<file path="src/rtl/seq_divider.sv">
// -----------------------------------------------------------------------------
// seq_divider
//   Sequential restoring divider. It produces one quotient bit per clock and
//   uses a start/done handshake. It sits beside the multiplier cells in the
//   arithmetic unit.
//
//   Parameter
//     WIDTH        operand/result width, 2..32 (default 4)
//
//   Ports
//     clk          system clock, rising edge
//     rst          synchronous, active-high reset
//     start        divide request, sampled only when not busy
//     dividend     numerator, captured on the accepting edge
//     divisor      denominator, captured on the accepting edge
//     busy         high while iterating
//     done         one-cycle pulse when results are valid
//     quotient     registered result, held until the next completion
//     remainder    registered result, held until the next completion
//     div_by_zero  set together with done when the captured divisor was 0
//
//   Optional feature (macro SEQ_DIVIDER_SIGNED_EN)
//     When this macro is defined, operands and results are two's complement.
//     Magnitudes go through the same unsigned core. The sign fix-up happens on
//     the completing edge, so latency does not change.
//
//   state  | meaning
//   IDLE   | waiting for start
//   RUN    | iterating, one quotient bit per clock
//   DONE   | single cycle, results valid, start accepted back-to-back
// -----------------------------------------------------------------------------
module seq_divider #(
  parameter int WIDTH = 4
) (
  input  logic             clk,
  input  logic             rst,
  input  logic             start,
  input  logic [WIDTH-1:0] dividend,
  input  logic [WIDTH-1:0] divisor,
  output logic             busy,
  output logic             done,
  output logic [WIDTH-1:0] quotient,
  output logic [WIDTH-1:0] remainder,
  output logic             div_by_zero
);

  localparam int CW = $clog2(WIDTH + 1);
  localparam int RW = WIDTH + 1;
  localparam logic [CW-1:0] LAST = CW'(WIDTH - 1);

  typedef enum logic [1:0] {
    S_IDLE = 2'd0,
    S_RUN  = 2'd1,
    S_DONE = 2'd2
  } state_t;

  state_t r_state;
  state_t w_state_nxt;

  logic [RW-1:0]    r_rem;
  logic [WIDTH-1:0] r_quo_sr;
  logic [WIDTH-1:0] r_divisor;
  logic [CW-1:0]    r_count;

  logic             w_accept;
  logic             w_dvs_zero;
  logic             w_last;
  logic [WIDTH-1:0] w_dvd_mag;
  logic [WIDTH-1:0] w_dvs_mag;
  logic [RW-1:0]    w_shift;
  logic             w_ge;
  logic [RW-1:0]    w_rem_nxt;
  logic [WIDTH-1:0] w_quo_nxt;
  logic [WIDTH-1:0] w_rem_low;
  logic [WIDTH-1:0] w_q_final;
  logic [WIDTH-1:0] w_r_final;

  assign w_accept   = start && (r_state != S_RUN);
  assign w_dvs_zero = (divisor == '0);
  assign w_last     = (r_state == S_RUN) && (r_count == LAST);

  // The partial remainder stays below the divisor, so the bit that leaves
  // the top of the WIDTH+1 window on the shift is always zero.
  assign w_shift   = RW'({r_rem, r_quo_sr[WIDTH-1]});
  assign w_ge      = (w_shift >= {1'b0, r_divisor});
  assign w_rem_nxt = w_ge ? (w_shift - {1'b0, r_divisor}) : w_shift;
  assign w_quo_nxt = {r_quo_sr[WIDTH-2:0], w_ge};
  assign w_rem_low = WIDTH'(w_rem_nxt);

`ifdef SEQ_DIVIDER_SIGNED_EN
  logic w_dvd_neg;
  logic w_dvs_neg;
  logic r_dvd_neg;
  logic r_dvs_neg;

  assign w_dvd_neg = dividend[WIDTH-1];
  assign w_dvs_neg = divisor[WIDTH-1];
  // The magnitude of the most-negative value is still correct when it is
  // read as unsigned, so no extra bit is needed.
  assign w_dvd_mag = w_dvd_neg ? (-dividend) : dividend;
  assign w_dvs_mag = w_dvs_neg ? (-divisor) : divisor;

  // Truncation toward zero: the quotient sign follows the operand signs and
  // the remainder sign follows the dividend.
  assign w_q_final = (r_dvd_neg ^ r_dvs_neg) ? (-w_quo_nxt) : w_quo_nxt;
  assign w_r_final = r_dvd_neg ? (-w_rem_low) : w_rem_low;

  always_ff @(posedge clk) begin
    if (rst) begin
      r_dvd_neg <= 1'b0;
      r_dvs_neg <= 1'b0;
    end else if (w_accept) begin
      r_dvd_neg <= w_dvd_neg;
      r_dvs_neg <= w_dvs_neg;
    end
  end
`else
  assign w_dvd_mag = dividend;
  assign w_dvs_mag = divisor;
  assign w_q_final = w_quo_nxt;
  assign w_r_final = w_rem_low;
`endif

  // State register
  always_ff @(posedge clk) begin
    if (rst) begin
      r_state <= S_IDLE;
    end else begin
      r_state <= w_state_nxt;
    end
  end

  // Next-state logic
  always_comb begin
    w_state_nxt = r_state;
    case (r_state)
      S_IDLE: begin
        if (start) begin
          w_state_nxt = w_dvs_zero ? S_DONE : S_RUN;
        end
      end
      S_RUN: begin
        if (r_count == LAST) begin
          w_state_nxt = S_DONE;
        end
      end
      S_DONE: begin
        if (start) begin
          w_state_nxt = w_dvs_zero ? S_DONE : S_RUN;
        end else begin
          w_state_nxt = S_IDLE;
        end
      end
      default: w_state_nxt = S_IDLE;
    endcase
  end

  // State-decoded outputs
  always_comb begin
    busy = 1'b0;
    done = 1'b0;
    case (r_state)
      S_RUN:   busy = 1'b1;
      S_DONE:  done = 1'b1;
      default: ;
    endcase
  end

  // Datapath and result registers
  always_ff @(posedge clk) begin
    if (rst) begin
      r_rem       <= '0;
      r_quo_sr    <= '0;
      r_divisor   <= '0;
      r_count     <= '0;
      quotient    <= '0;
      remainder   <= '0;
      div_by_zero <= 1'b0;
    end else if (w_accept) begin
      r_rem     <= '0;
      r_quo_sr  <= w_dvd_mag;
      r_divisor <= w_dvs_mag;
      r_count   <= '0;
      if (w_dvs_zero) begin
        // No iteration is needed for a zero divisor, so the result is loaded
        // right away.
        quotient    <= '1;
        remainder   <= dividend;
        div_by_zero <= 1'b1;
      end
    end else if (r_state == S_RUN) begin
      r_rem    <= w_rem_nxt;
      r_quo_sr <= w_quo_nxt;
      r_count  <= r_count + CW'(1);
      if (w_last) begin
        quotient    <= w_q_final;
        remainder   <= w_r_final;
        div_by_zero <= 1'b0;
      end
    end
  end

endmodule

</file>
<file path="config.mk">
export PLATFORM = sky130hd
export DESIGN_NAME = seq_divider
export DESIGN_NICKNAME = d
export VERILOG_FILES = /design/src/rtl/seq_divider.sv
export SDC_FILE = /design/constraint.sdc
export NUM_CORES = 1
export LEC_CHECK = 0
export CAP_MARGIN = 20
export CORE_MARGIN = 4
export CORE_UTILIZATION = 55
export CTS_CLUSTER_SIZE = 24
export DETAILED_ROUTE_END_ITERATION = 8
export PLACE_DENSITY = 0.87
export SYNTH_ARGS = -nofsm -noshare
export SYNTH_HDL_FRONTEND = slang
export SYNTH_SLANG_ARGS = --single-unit
</file>
<file path="constraint.sdc">
create_clock -name clk -period 3.1 [get_ports clk]
set_input_delay 0.93 -clock clk [delete_from_list [all_inputs] [get_ports clk]]
set_output_delay 0.93 -clock clk [all_outputs]
set_load 0.02 [all_outputs]
</file>
Yosys cells after proc, flatten, opt, wreduce, memory -nomap -nowiden
Cells that the tools add are included.
- eq/ne operators: 7
- order comparisons: 1
- muxes and demuxes: 22
- shift-type cells: 0
- reductions and logical operators: 9
- $add $sub $neg: 2
- bitwise logic cells: 0
- multipliers: 0
- div/mod/pow operators: 0
- operators by type and width (cell ; number):
    $mux W4 ; 11
    $mux W2 ; 4
    $mux W1 ; 6
    $pmux W2 S3 ; 1
    $ge A5 B4 Y1 ; 1
    $logic_not A4 Y1 ; 1
    $ne A2 B1 Y1 const B ; 2
    $ne A2 B2 Y1 const B ; 2
    $reduce_bool A2 Y1 ; 2
    $sub A4 B4 Y4 ; 1
    $add A3 B1 Y3 const B ; 1
    $eq A3 B2 Y1 const B ; 1
    $reduce_and A3 Y1 ; 1
    $eq A2 B1 Y1 const B ; 1
    $eq A2 B2 Y1 const B ; 1
    $logic_and A1 B1 Y1 ; 2
    $logic_not A2 Y1 ; 1
    $reduce_and A2 Y1 ; 1
    $reduce_or A2 Y1 ; 1
- input port bits: 11
- logic and storage cells: 49
- latch bits: 0
- register bits after elaboration: 26
- memory bits (read-only): 0
- bits in writable memories: 0
- memories kept: 0
- output and inout bits: 11

Logic depth before layout (Yosys ltp)
- word-level depth: 5
- depth in mapped cells: 8

Worst setup path after synthesis
No wires, ideal clock.
- path kind: input -> register
- start point: input port divisor[3]
- end point: register remainder[3]
- stages on the path: 6
- buffers on the path: 1
- setup time: 0.132 ns
- arrival time: 1.775 ns
- setup slack: 1.193 ns
- cell sequence: nor4_4 > and3_1 > buf_6 > nor3b_2 > a21oi_1 > o22ai_1
- cells in the longest elaborated chain, start to end: 3
- ends and longest elaborated chain (element ; line ; text):
    start: declaration ; 39 ; input logic [WIDTH-1:0] divisor,
    $logic_not A4 Y1 ; 79 ; assign w_dvs_zero = (divisor == '0);
    $ne A2 B1 Y1 (no source line) ; n/a ;
    $reduce_and A3 Y1 (no source line) ; n/a ;
    end signal: assignment ; 188 ; remainder <= dividend;
    end signal: assignment ; 197 ; remainder <= w_r_final;
    end: declaration ; 43 ; output logic [WIDTH-1:0] remainder,
No other way between the ends.
A chain may end at the register's enable or synchronous reset.

Final worst setup path
- start point: register r_state[1]
- end point: output port busy
- cells in the longest elaborated chain, start to end: 2
- ends and longest elaborated chain (element ; line ; text):
    start: declaration ; 57 ; state_t r_state;
    start signal: assignment ; 129 ; r_state <= w_state_nxt;
    $eq A2 B1 Y1 ; 162 ; case (r_state)
    $mux W1 ; 162 ;
    end: declaration ; 40 ; output logic busy,
No other way between the ends.

==> impl_metrics.yaml <==
drt:
  vias_per_cell: 5.87
  drc: 0
  routed_wirelength_um: 2990
  ant_nets: 0
  wire_per_inst_um: 15.1
  drt-initial-drc-count: 31
  first_pass_iters: 4
  dr_total_vias: 1162
cts:
  cts_hold_buf: 0
  path_clk_slew_ns: 0.12
  cts-root-buf: "clkbuf_4"
  clock_path_buffers: 2
  clkLatencyLatePin_ns: 0.31
  cts_resized: 0
  cts_tree: "built"
  cts_sinks: 26
  h-tree-depth: 1
  numCtsBuffers: 3
  cts_setup_buffers: 0
critical_path:
  max_stage_delay_ns: 0.68
  cp-end-kind: "output port"
  reg2reg_depth: 8
  cp.arrival_ns: 1.75
  r2r_end: "r_rem[2]"
  rr_startpoint: "r_quo_sr[3]"
  crit_path_max_fanout: 12
  cp_cell_sequence: "nand2b_1, inv_1, clkdlybuf4s50_1"
  required_ns: 2.17
  worst_path_max_delay_cell: "clkdlybuf4s50_1"
  critPathKind: "reg2out"
  r2r_slack_ns: 1.22
  crit_family: "buffers and inverters"
  path_buf_inv: 2
  critPathLaunchType: "flip-flop"
cells_and_area:
  regArea_um2: 520
  drive_above_1_share_pct: 7.65
  antenna_cells: 0
  mostFrequentLayoutCells: "dfxtp_1 (26), clkdlybuf4s50_1 (21), nand2_1 (16)"
  mostFrequentLayoutCell: "dfxtp_1"
  finish.utilization_pct: 69.4
  final_area_um2: 1550
  nFillCells: 183
  fin_cells: 198
  multi_input_area_um2: 706
  syn_to_final_growth_pct: 18.5
  nets: 190
timing:
  period_needed_ns: 2.68
  max_slew_margin_pct: 72.2
  worst_pin_slew_ns: 0.418
  fmax_mhz: 374
  maxSlewViolCount: 0
  setup-tns-final_ns: 0
  fin_crit_sh_pct: 86.3
  setup_viol: 0
  skew_ns: 0.00391
  hold_viol: 0
  rsz0062_at_grt: "false"
placement:
  placed_cells: 195
  hpwl_um: 2260
  gp_congestion: 0.847
  placed_cell_area_um2: 1530
  numPortBuffers: 21
die:
  chipWidth_um: 56.8
  fp.dieArea_um2: 3220
  floorplan.initialDensity_pct: 58.6
  fp.dieH_um: 56.8
  io_pins: 22
  core_um2: 2230
  rows: 17
global_routing:
  overflow: 0
  grt_start_max_net_pins: 20
  antenna_found_initial: 0
  grt_pass1_vias: 1168
  grt_pass1_wl_um: 5040
  grt_util_all_layers_pct: 19.4
pwr:
  power_density_nw_per_um2: 422
  power.total_w: 0.000654
  leakage_nw: 0.589
  irDropWorstVdd_uv: 316
synth:
  synth_top_area_share_pct: 39.8
  yosysWarnings: 0
  yosysTopAreaCell: "dfxtp_1"
  postSynthCellCount: 151
  ys_seq_area_share_pct: 39.8
  synthArstFlopShare_pct: 0
  synth_area_leaders: "dfxtp_1 (40%), ha_1 (5.7%), a211oi_1 (4.6%)"
  syn-num-nets: 169
  ys.flop_type: "dfxtp_1"
  synth.avg_cell_area_um2: 8.67
  synth-edff-count: 0
  synthesis.area_um2: 1310
  ys_ff_latch: 26
  synth_cell_types: 37
min_path:
  hold_path_depth: 2
  min_from: "r_divisor[2]"
  hp-class: "reg2reg"
  hold_end: "r_divisor[2]"
status:
  status: "completed"
flow_run:
  cap_violations: 0
-- cells in the mapped netlist, types with 3 or more instances --
library cell and instances:
nor4_1 3, nor2_1 12, inv_1 9, o22ai_1 6, mux2i_1 3, nand2b_1 4
nor3_1 7, o21ai_0 3, a22oi_1 3, ha_1 6, a211oi_1 8, buf_2 3
nand3_1 5, nand2_1 16, a21oi_1 10, dfxtp_1 26
-- area by class of cell --
cell class | instances | share of cell area, %
clock buffers | 3 | 1.45
inverters | 9 | 2.18
multi-input cells | 108 | 45.5
flip-flops and latches | 26 | 33.6
well taps | 28 | 2.26
repair buffers | 24 | 15.0
-- per-layer routing --
layer | routed length [um] | up-vias | global-route usage, %
met3 | 100 | 2 | 2.76
li1 | - | 575 | -
met2 | 1540 | 23 | 34.5
met5 | 0 | - | 0
met1 | 1320 | 562 | 23.5
met4 | 25 | 0 | 6.62
-- flip-flops by register name (all words and copies together) (netlist names) --
name         cells
quotient         4
div_by_zero      1
r_quo_sr         4
r_rem            4
r_state          2
r_count          3
r_divisor        4
remainder        4
-- tightest hold or removal path: stages (launching register included) --
cell and delay (ns):
dfxtp_1 0.33, nand2_1 0.05, a21oi_1 0.05
-- logic make-up after synthesis --
| kind of cell | after synthesis | synth area share, % |
|---|---|---|
| simple gates | 58 | 23.3 |
| compound gates | 36 | 18.0 |
| flops | 26 | 39.8 |
| buf+inv | 17 | 6.31 |
| fa+ha+maj | 7 | 7.27 |
| mux | 5 | 4.02 |
| xor+xnor | 2 | 1.34 |
-- report_power, final --
group          total (W)  switching, W  internal, W
combinational   0.000153     0.0000855    0.0000675
clock           0.000138     0.0000927    0.0000455
sequential      0.000363     0.0000126     0.000351
total           0.000654      0.000191     0.000464
-- through the flow --
stage	setup WS, ns	hold slack, ns
after floorplan	1.19	0.436
after global placement	0.498	0.446
after detailed placement	0.437	0.450
after CTS	0.407	0.468
after global routing	0.307	0.498
final	0.423	0.466
-- how the worst max path moves through the flow --
stage / slack (ns) / cells past startpoint / from / end
3_5_place_dp: 0.44 / 6 / divisor[3] / remainder[3]
4_1_cts: 0.41 / 3 / r_state[1] / busy
3_3_place_gp: 0.50 / 6 / divisor[3] / remainder[3]
2_1_floorplan: 1.19 / 6 / divisor[3] / remainder[3]
6_report: 0.42 / 3 / r_state[1] / busy
5_1_grt: 0.31 / 3 / r_state[0] / busy
Note: power is estimated with default switching activity, not from simulation.
